### src/rtl/memory_arbiter.sv
// Shared RAM port arbiter for icache/dcache requests, data-priority by default.
// Define MEMARB_FAIR_EN to bound data streaks while an instruction fetch waits.
module memory_arbiter #(
    parameter int ADDR_W = 32,
    parameter int DATA_W = 32
`ifdef MEMARB_FAIR_EN
    ,
    parameter int MAX_DSTREAK = 4
`endif
) (
    input  logic              CLK,
    input  logic              nRST,
    input  logic              iREN,
    input  logic [ADDR_W-1:0] iaddr,
    output logic              iwait,
    output logic [DATA_W-1:0] iload,
    input  logic              dREN,
    input  logic              dWEN,
    input  logic [ADDR_W-1:0] daddr,
    input  logic [DATA_W-1:0] dstore,
    output logic              dwait,
    output logic [DATA_W-1:0] dload,
    output logic              ramREN,
    output logic              ramWEN,
    output logic [ADDR_W-1:0] ramaddr,
    output logic [DATA_W-1:0] ramstore,
    input  logic [DATA_W-1:0] ramload,
    input  logic              ramack
);

    typedef enum logic [1:0] {IDLE, DACC, IACC, DONE} state_t;

    state_t            r_state;
    logic [ADDR_W-1:0] r_addr;
    logic [DATA_W-1:0] r_data;
    logic              r_wr;

    logic w_dreq;
    logic w_igrant;
    logic w_acc;
    logic w_dack;
    logic w_iack;

    assign w_dreq = dREN | dWEN;

`ifdef MEMARB_FAIR_EN
    localparam logic [2:0] LP_MAX = 3'(MAX_DSTREAK);

    logic [2:0] r_streak;

    assign w_igrant = iREN & (~w_dreq | (r_streak == LP_MAX));

    always_ff @(posedge CLK or negedge nRST) begin
        if (!nRST) begin
            r_streak <= '0;
        end else if (r_state == IDLE) begin
            if (!iREN || w_igrant)
                r_streak <= '0;
            else if (w_dreq)
                r_streak <= r_streak + 3'd1;
        end
    end
`else
    assign w_igrant = iREN & ~w_dreq;
`endif

    always_ff @(posedge CLK or negedge nRST) begin
        if (!nRST) begin
            r_state <= IDLE;
            r_addr  <= '0;
            r_data  <= '0;
            r_wr    <= 1'b0;
        end else begin
            unique case (r_state)
                IDLE: begin
                    if (w_igrant) begin
                        r_state <= IACC;
                        r_addr  <= iaddr;
                        r_wr    <= 1'b0;
                    end else if (w_dreq) begin
                        r_state <= DACC;
                        r_addr  <= daddr;
                        r_wr    <= dWEN;
                        if (dWEN)
                            r_data <= dstore;
                    end
                end
                DACC, IACC: begin
                    if (ramack)
                        r_state <= DONE;
                end
                DONE: r_state <= IDLE;
                default: r_state <= IDLE;
            endcase
        end
    end

    // RAM side sees only the latched access, so requester changes mid-access are harmless
    assign w_acc  = (r_state == DACC) | (r_state == IACC);
    assign w_dack = (r_state == DACC) & ramack;
    assign w_iack = (r_state == IACC) & ramack;

    assign ramREN   = w_acc & ~r_wr;
    assign ramWEN   = w_acc & r_wr;
    assign ramaddr  = w_acc ? r_addr : '0;
    assign ramstore = (w_acc & r_wr) ? r_data : '0;

    assign dwait = ~w_dack;
    assign dload = (w_dack & ~r_wr) ? ramload : '0;
    assign iwait = ~w_iack;
    assign iload = w_iack ? ramload : '0;

endmodule

### config.mk
export PLATFORM = sky130hd
export DESIGN_NAME = memory_arbiter
export DESIGN_NICKNAME = d
export VERILOG_FILES = /design/src/rtl/memory_arbiter.sv
export SDC_FILE = /design/constraint.sdc
export NUM_CORES = 1
export LEC_CHECK = 0
export CORE_AREA = 2 2 80 140
export CTS_BUF_LIST = sky130_fd_sc_hd__clkbuf_4
export CTS_CLUSTER_DIAMETER = 100
export DETAILED_ROUTE_END_ITERATION = 10
export DIE_AREA = 0 0 82 142
export PLACE_DENSITY = 0.82
export SLEW_MARGIN = 20
export SYNTH_ARGS = -nofsm -noshare
export SYNTH_HDL_FRONTEND = slang
export SYNTH_SLANG_ARGS = --single-unit
### constraint.sdc
create_clock -name CLK -period 2.05 [get_ports CLK]
set_input_delay 0.615 -clock CLK [delete_from_list [all_inputs] [get_ports CLK]]
set_output_delay 0.615 -clock CLK [all_outputs]
set_load 0.02 [all_outputs]
==> impl_metrics.yaml <==
synth:
  yosys_warnings: 0
  ys_ff_latch: 67
  yosys.cell_types.count: 21
  syn-num-nets: 520
  postSynthCellCount: 382
  syn_area_um2: 3610
  ys_seq_area_share_pct: 46.4
  avgSynthCellArea_um2: 9.45
run_status:
  violations: "setup timing"
  status: "finished, violations left"
timing:
  hold_viol: 0
  worst_pin_slew_ns: 0.532
  period_needed_ns: 2.47
  slew_viol_final: 0
  clock.fmax_mhz: 404
  setup_ws_ns: -0.424
  relSlewSlack_pct: 64.5
  grt_setup_unrepaired: "yes"
  setup_viol: 131
  post-route-period-util_pct: 121
  skew_ns: 0.0137
pwr:
  switchingPower_uw: 5020
  ir_worst_vdd_mv: 1.03
  comb_power_share_pct: 75.2
  powerDensity_nw_per_um2: 1720
  leakage_uw: 0.00345
  pwr-share-seq_pct: 19.0
  power.internal_uw: 7560
  pwr-share-clk_pct: 5.8
  switching_share_pct: 39.9
critical_path:
  cpMaxStageDelayCell: "dfrtp_1"
  r2r_slack_ns: 0.13
  crit_family: "buffers and inverters"
  critPathRequiredTime_ns: 1.43
  crit_path_cell_trace: "buf_6, ha_4, nand2_4, nor2_4, buf_12, buf_8, buf_12, and2_4, buf_6"
  r2r_cells: 8
  cp_num_buf_inv: 5
  crit_path_start_kind: "flip-flop"
  max_stage_delay_ns: 0.42
  rr_startpoint: "r_state[1]$_DFFE_PN0P_"
  critPathCaptureType: "primary output"
  worstPathMaxFanout: 4
  path_class: "flip-flop to primary output"
  cp_data_arrival_time_ns: 1.86
  worstReg2RegEnd: "r_state[0]$_DFFE_PN0P_"
cells_and_area:
  drive_gt1_share_pct: 47.1
  utilization_pct: 69.7
  fill_cells: 762
  final_cells: 811
  area_growth_pct: 103
  nNetsFinal: 814
placed_design:
  gp_congestion: 0.800
  hpwl_um: 10400
  port_buffers: 265
  numPlacedInstances: 768
cts:
  cts_hold_buf: 0
  clock-sinks: 67
  root_buffer: "clkbuf_4"
  cts-htree-levels: 3
  worstSkewPairLatency_ns: 0.41
  numCtsBuffers: 9
  cts_tree: "built"
  cts.clk_slew.worst_paths_ns: 0.11
  clockBufferDepth: 2
drt:
  dr.first_iter.drc_count: 139
  wl_per_cell_um: 18.7
  routed_wl_um: 15200
  post_drt_via_cell_ratio: 4.97
  drc: 0
  vias: 4027
  ant_nets: 0
  dr.pass1.iters: 4
grt:
  grt_use_total_pct: 24.0
  grt_max_degree: 41
  antenna_found_initial: 0
  grt_pass1_vias: 4203
  grt_pass1_wl_um: 21100
  overflow: 0
floorplanning:
  ios: 266
  fp-row-count: 50
  fp.coreArea_um2: 10500
  start_util_pct: 34.4
  die_area_um2: 11600
  die_width_um: 82
  die_y_um: 142
min_path:
  holdCritPathClass: "input pin to async pin"
run:
  cap_violations: 0
[stage by stage]
stage | setup slack [ns] | hold WS (ns) | area [um2] | total power (uW) | setup TNS, ns
after floorplan | 0.0391 | 0.319 | 3620 | 5820 | 0
after global placement | -0.792 | 0.479 | 6510 | 8880 | -72.05
final | -0.424 | 0.202 | 7320 | 12600 | -39.67
after detailed placement | -0.813 | 0.485 | 6510 | 9050 | -73.65
after global routing | -0.505 | 0.199 | 7320 | 13200 | -52.02
after CTS | -0.456 | 0.181 | 6900 | 11100 | -41.94
[layout by cell type, fill, tap and decap left out, types with 8 or more instances in the layout]
| master | netlist | routed |
|---|---|---|
| buf_6 | 0 | 99 |
| buf_2 | 9 | 13 |
| buf_8 | 0 | 8 |
| buf_4 | 3 | 51 |
| o22ai_1 | 32 | 32 |
| dfrtp_1 | 67 | 67 |
| and3_1 | 64 | 34 |
| buf_12 | 0 | 9 |
| and2_4 | 0 | 50 |
| clkdlybuf4s50_1 | 0 | 131 |
| nor2_1 | 67 | 66 |
| clkbuf_4 | 0 | 12 |
| and2_1 | 65 | 15 |
| and3_4 | 0 | 30 |
| mux2_2 | 33 | 33 |
[power groups by stage]
stage	combinational (uW)	sequential, uW	clock (uW)
finish	9460	2390	731
global route	9940	2460	809
CTS	8010	2330	759
detailed placement	6710	2340	0
global placement	6600	2280	0
floorplan	3600	2220	0
[Yosys cell counts, drive strengths merged]
| master | count | share of area, % |
|---|---|---|
| a32oi | 1 | 0.24 |
| mux2 | 33 | 10 |
| nor2b | 2 | 0.35 |
| nand2 | 3 | 0.38 |
| inv | 5 | 0.52 |
| o31a | 1 | 0.24 |
| ha | 4 | 1.4 |
| and2 | 65 | 11 |
| and3 | 64 | 11 |
| clkbuf | 20 | 2.2 |
| buf | 12 | 1.9 |
| o22ai | 32 | 5.5 |
| nand4bb | 1 | 0.31 |
| o21ai | 2 | 0.28 |
| nor2 | 67 | 7.0 |
| mux2i | 1 | 0.28 |
| a31oi | 2 | 0.35 |
| dfrtp | 67 | 46 |
[timing repair]
item	CTS	global route
pin swaps	4	2
setup endpoints to repair	132	131
gates cloned	7	4
setup buffers	14	10
resized for setup	715	157
[worst max path at each step]
stage / from / endpoint / slack, ns / cells after the start
global route: r_state[0]$_DFFE_PN0P_ / dload[8] / -0.51 / 9
CTS: r_state[0]$_DFFE_PN0P_ / ramaddr[31] / -0.46 / 6
floorplan: ramack / dload[10] / 0.04 / 4
finish: r_state[0]$_DFFE_PN0P_ / dload[8] / -0.42 / 9
global placement: ramack / dload[9] / -0.79 / 6
detailed placement: ramack / dload[25] / -0.81 / 6
[layer usage]
layer | GRT usage (%) | share of wire [%] | wire [um]
met1 | 21.4 | 32 | 4800
met2 | 46.7 | 56 | 8540
met3 | 6.60 | 8.3 | 1260
met4 | 11.4 | 3.8 | 583
met5 | 0 | 0 | 0
[layout make-up]
cell class	instances	area, um2	share of cell area (%)
repair buffers	315	3260	44.5
multi-input cells	278	2100	28.6
well taps	130	163	2.22
flip-flops and latches	67	1680	22.9
clock buffers	12	90.1	1.23
diodes	1	2.50	0.0342
inverters	5	18.8	0.256
clock inverters	3	16.3	0.222
[state kept, by name, summed over array words and instances (netlist names)]
signal,flops
r_addr,32
r_data,32
r_state,2
r_wr,1
[cells by family (layout without fill, tap and decap cells)]
group,count (synthesis),count (layout),share of synthesized area (%)
and+or+nand+nor,202,202,30.4
DFF,67,67,46.4
AOI/OAI and AO/OA,38,38,6.65
buffers and inverters,37,335,4.61
muxes,34,34,10.6
adders and majority gates,4,4,1.39
other,0,1,0
Power figures use the tool's default switching activity.
==> RTL change (same flow settings) <==
Change the parameter `ADDR_W` from 32 to 48.
--- a/src/rtl/memory_arbiter.sv
+++ b/src/rtl/memory_arbiter.sv
@@ -1,7 +1,7 @@
 // Shared RAM port arbiter for icache/dcache requests, data-priority by default.
 // Define MEMARB_FAIR_EN to bound data streaks while an instruction fetch waits.
 module memory_arbiter #(
-    parameter int ADDR_W = 32,
+    parameter int ADDR_W = 48,
     parameter int DATA_W = 32
 `ifdef MEMARB_FAIR_EN
     ,
Ports: changed (resized daddr, iaddr and ramaddr); port bits go from 266 to 314. The function was not compared with the original's and may differ.
==> RTL change against the unedited design <==
- the flow still finishes with violations (setup timing)
- setup slack worse by 0.015 ns
- area after synthesis is 20% higher
- cell count is 15% higher
- register-to-register slack better by 0.22 ns
- power is 1.5% higher
- routed wire length is 26% higher
- design area is 10% higher
- sequential cell count is 16 higher
- critical path type unchanged
- largest cell class unchanged
- largest power group unchanged
- highest routed layer unchanged
==> RTL change: results (changes against the unedited design) <==
- Worst-skew pair later-pin latency: 0.43 ns (+0.02 ns)
- DR iter-0 viols: 219 (+58%)
- Routed length per instance: 20.60 µm (+10%)
- Placer congestion estimate: 0.8553 (+7.0%)
- Total GRT Usage: 32.64% (+8.7 points)
- Design area: 8085 µm² (+10%)
- Maximum VDD drop: 1.076 mV (+4.1%)
- Result of the run: finished, violations left
- Cell count of the worst reg-to-reg path: 5 (-3)
- Via density: 5.307 (+6.9%)
- Leakage: 3.859 nW (+12%)
- Setup ws final: -0.4390 ns (-0.01506 ns)
- Worst Skew: 0.01967 ns (+0.005956 ns)
- Largest regs: r_addr x48, r_data x32, r_state x2
- Detailed Place HPWL: 14350 µm (+38%)
- Maximum number of pins on one net before global-route repair: 50 (+22%)
- Postcts setup bufs: 6 (-8)
- Syn Nets: 639 (+23%)
- Sw Share: 43.58% (+3.7 points)
- Non-clock buffer share: 42.91% (-1.6 points)
- Combinational Power Share: 71.1% (-4.1 points)
- Fraction of area in multi-input gates: 27.70% (-0.94 points)
- Power per Cell Area: 1580 nW/µm² (-8.1%)
- Comb_multi_in: 342 (+23%)
- # fillers: 776 (+1.8%)
- Clock-pin slew on the worst setup and hold paths: 0.13 ns (+0.02 ns)
- Count of final setup violators: 148 (+13%)
- Layout Nets: 964 (+18%)
- Seq cells: 83 (+24%)
- CP endpoint: dload[10]
- Post-synth top cells: nor2_1, dfrtp_1, and2_1, and3_1, o22ai_1
- Post-Syn Instances: 469 (+23%)
- First-pass GRT wire length: 27860 µm (+32%)
- Vias in the first global route: 4998 (+19%)
- Failing checks: setup timing
- Reg area: 2077 µm² (+24%)
- Placed insts: 899 (+17%)
- ClkCell Share: 1.393% (-0.060 points)
- Sequential-cell power consumption: 2.87 mW (+20%)
- Worst reg-to-reg setup slack: 0.35 ns (+0.22 ns)
- Final Hold Slack: 0.07839 ns (-0.1234 ns)
- Setup TNS: -48.65 ns (-8.974 ns)
- Crit path max fanout: 5 (+1)
- Bufs w/o clock: 353 (+12%)
- IO Port Bufs: 313 (+18%)
- Relative slew slack: 75.59% (+11 points)
- Post_cts resized: 672 (-6.0%)
- Vias: 4941 (+23%)
- Netlist cell types: 20 (-4.8%)
- Dpl cell area: 7848 µm² (+21%)
## RTL change: changes by cell type in the layout (fill, tap and decap cells not counted), sizes merged, moves of 7 or more
cell | unedited run | this run
clkdlybuf4s50 | 131 | 163
nor2 | 67 | 99
and2 | 65 | 81
dfrtp | 67 | 83
o22ai | 32 | 48
clkdlybuf4s15 | 0 | 14
buf | 180 | 173
## RTL change: cell families (layout without fill, tap and decap cells)
| family | after synthesis | in the layout | share of synthesized area [%] |
|---|---|---|---|
| AOI/OAI and AO/OA | 54 | 54 | 7.827 |
| adders and majority gates | 4 | 4 | 1.151 |
| buffers and inverters | 44 | 374 | 4.259 |
| DFF | 83 | 83 | 47.77 |
| muxes | 34 | 34 | 8.777 |
| other | 0 | 2 | 0 |
| and+or+nand+nor | 250 | 250 | 30.22 |
## RTL change: critical path: stages (launching register included)
cell     delay, ns
dfrtp_1       0.40
buf_4         0.15
ha_4          0.17
nand2_4       0.07
nor2_4        0.05
buf_4         0.15
buf_6         0.12
and2_2        0.20
buf_6         0.13
## RTL change: worst min path at each step
stage / startpoint / endpoint / cells after the start
after floorplan: nRST / r_addr[0]$_DFFE_PN0P_ / 0
after global placement: r_data[18]$_DFFE_PN0P_ / r_data[18]$_DFFE_PN0P_ / 1
after detailed placement: r_data[26]$_DFFE_PN0P_ / r_data[26]$_DFFE_PN0P_ / 1
after CTS: nRST / r_addr[14]$_DFFE_PN0P_ / 1
after global routing: nRST / r_addr[20]$_DFFE_PN0P_ / 1
final: nRST / r_addr[26]$_DFFE_PN0P_ / 1
## RTL change: per-layer routing
layer,vias up,routed length (µm),GRT usage (%)
met5,-,0,0
met4,0,1155,18.25
met3,62,1650,10.66
met2,268,10040,57.38
met1,2365,6326,32.66
li1,2246,-,-
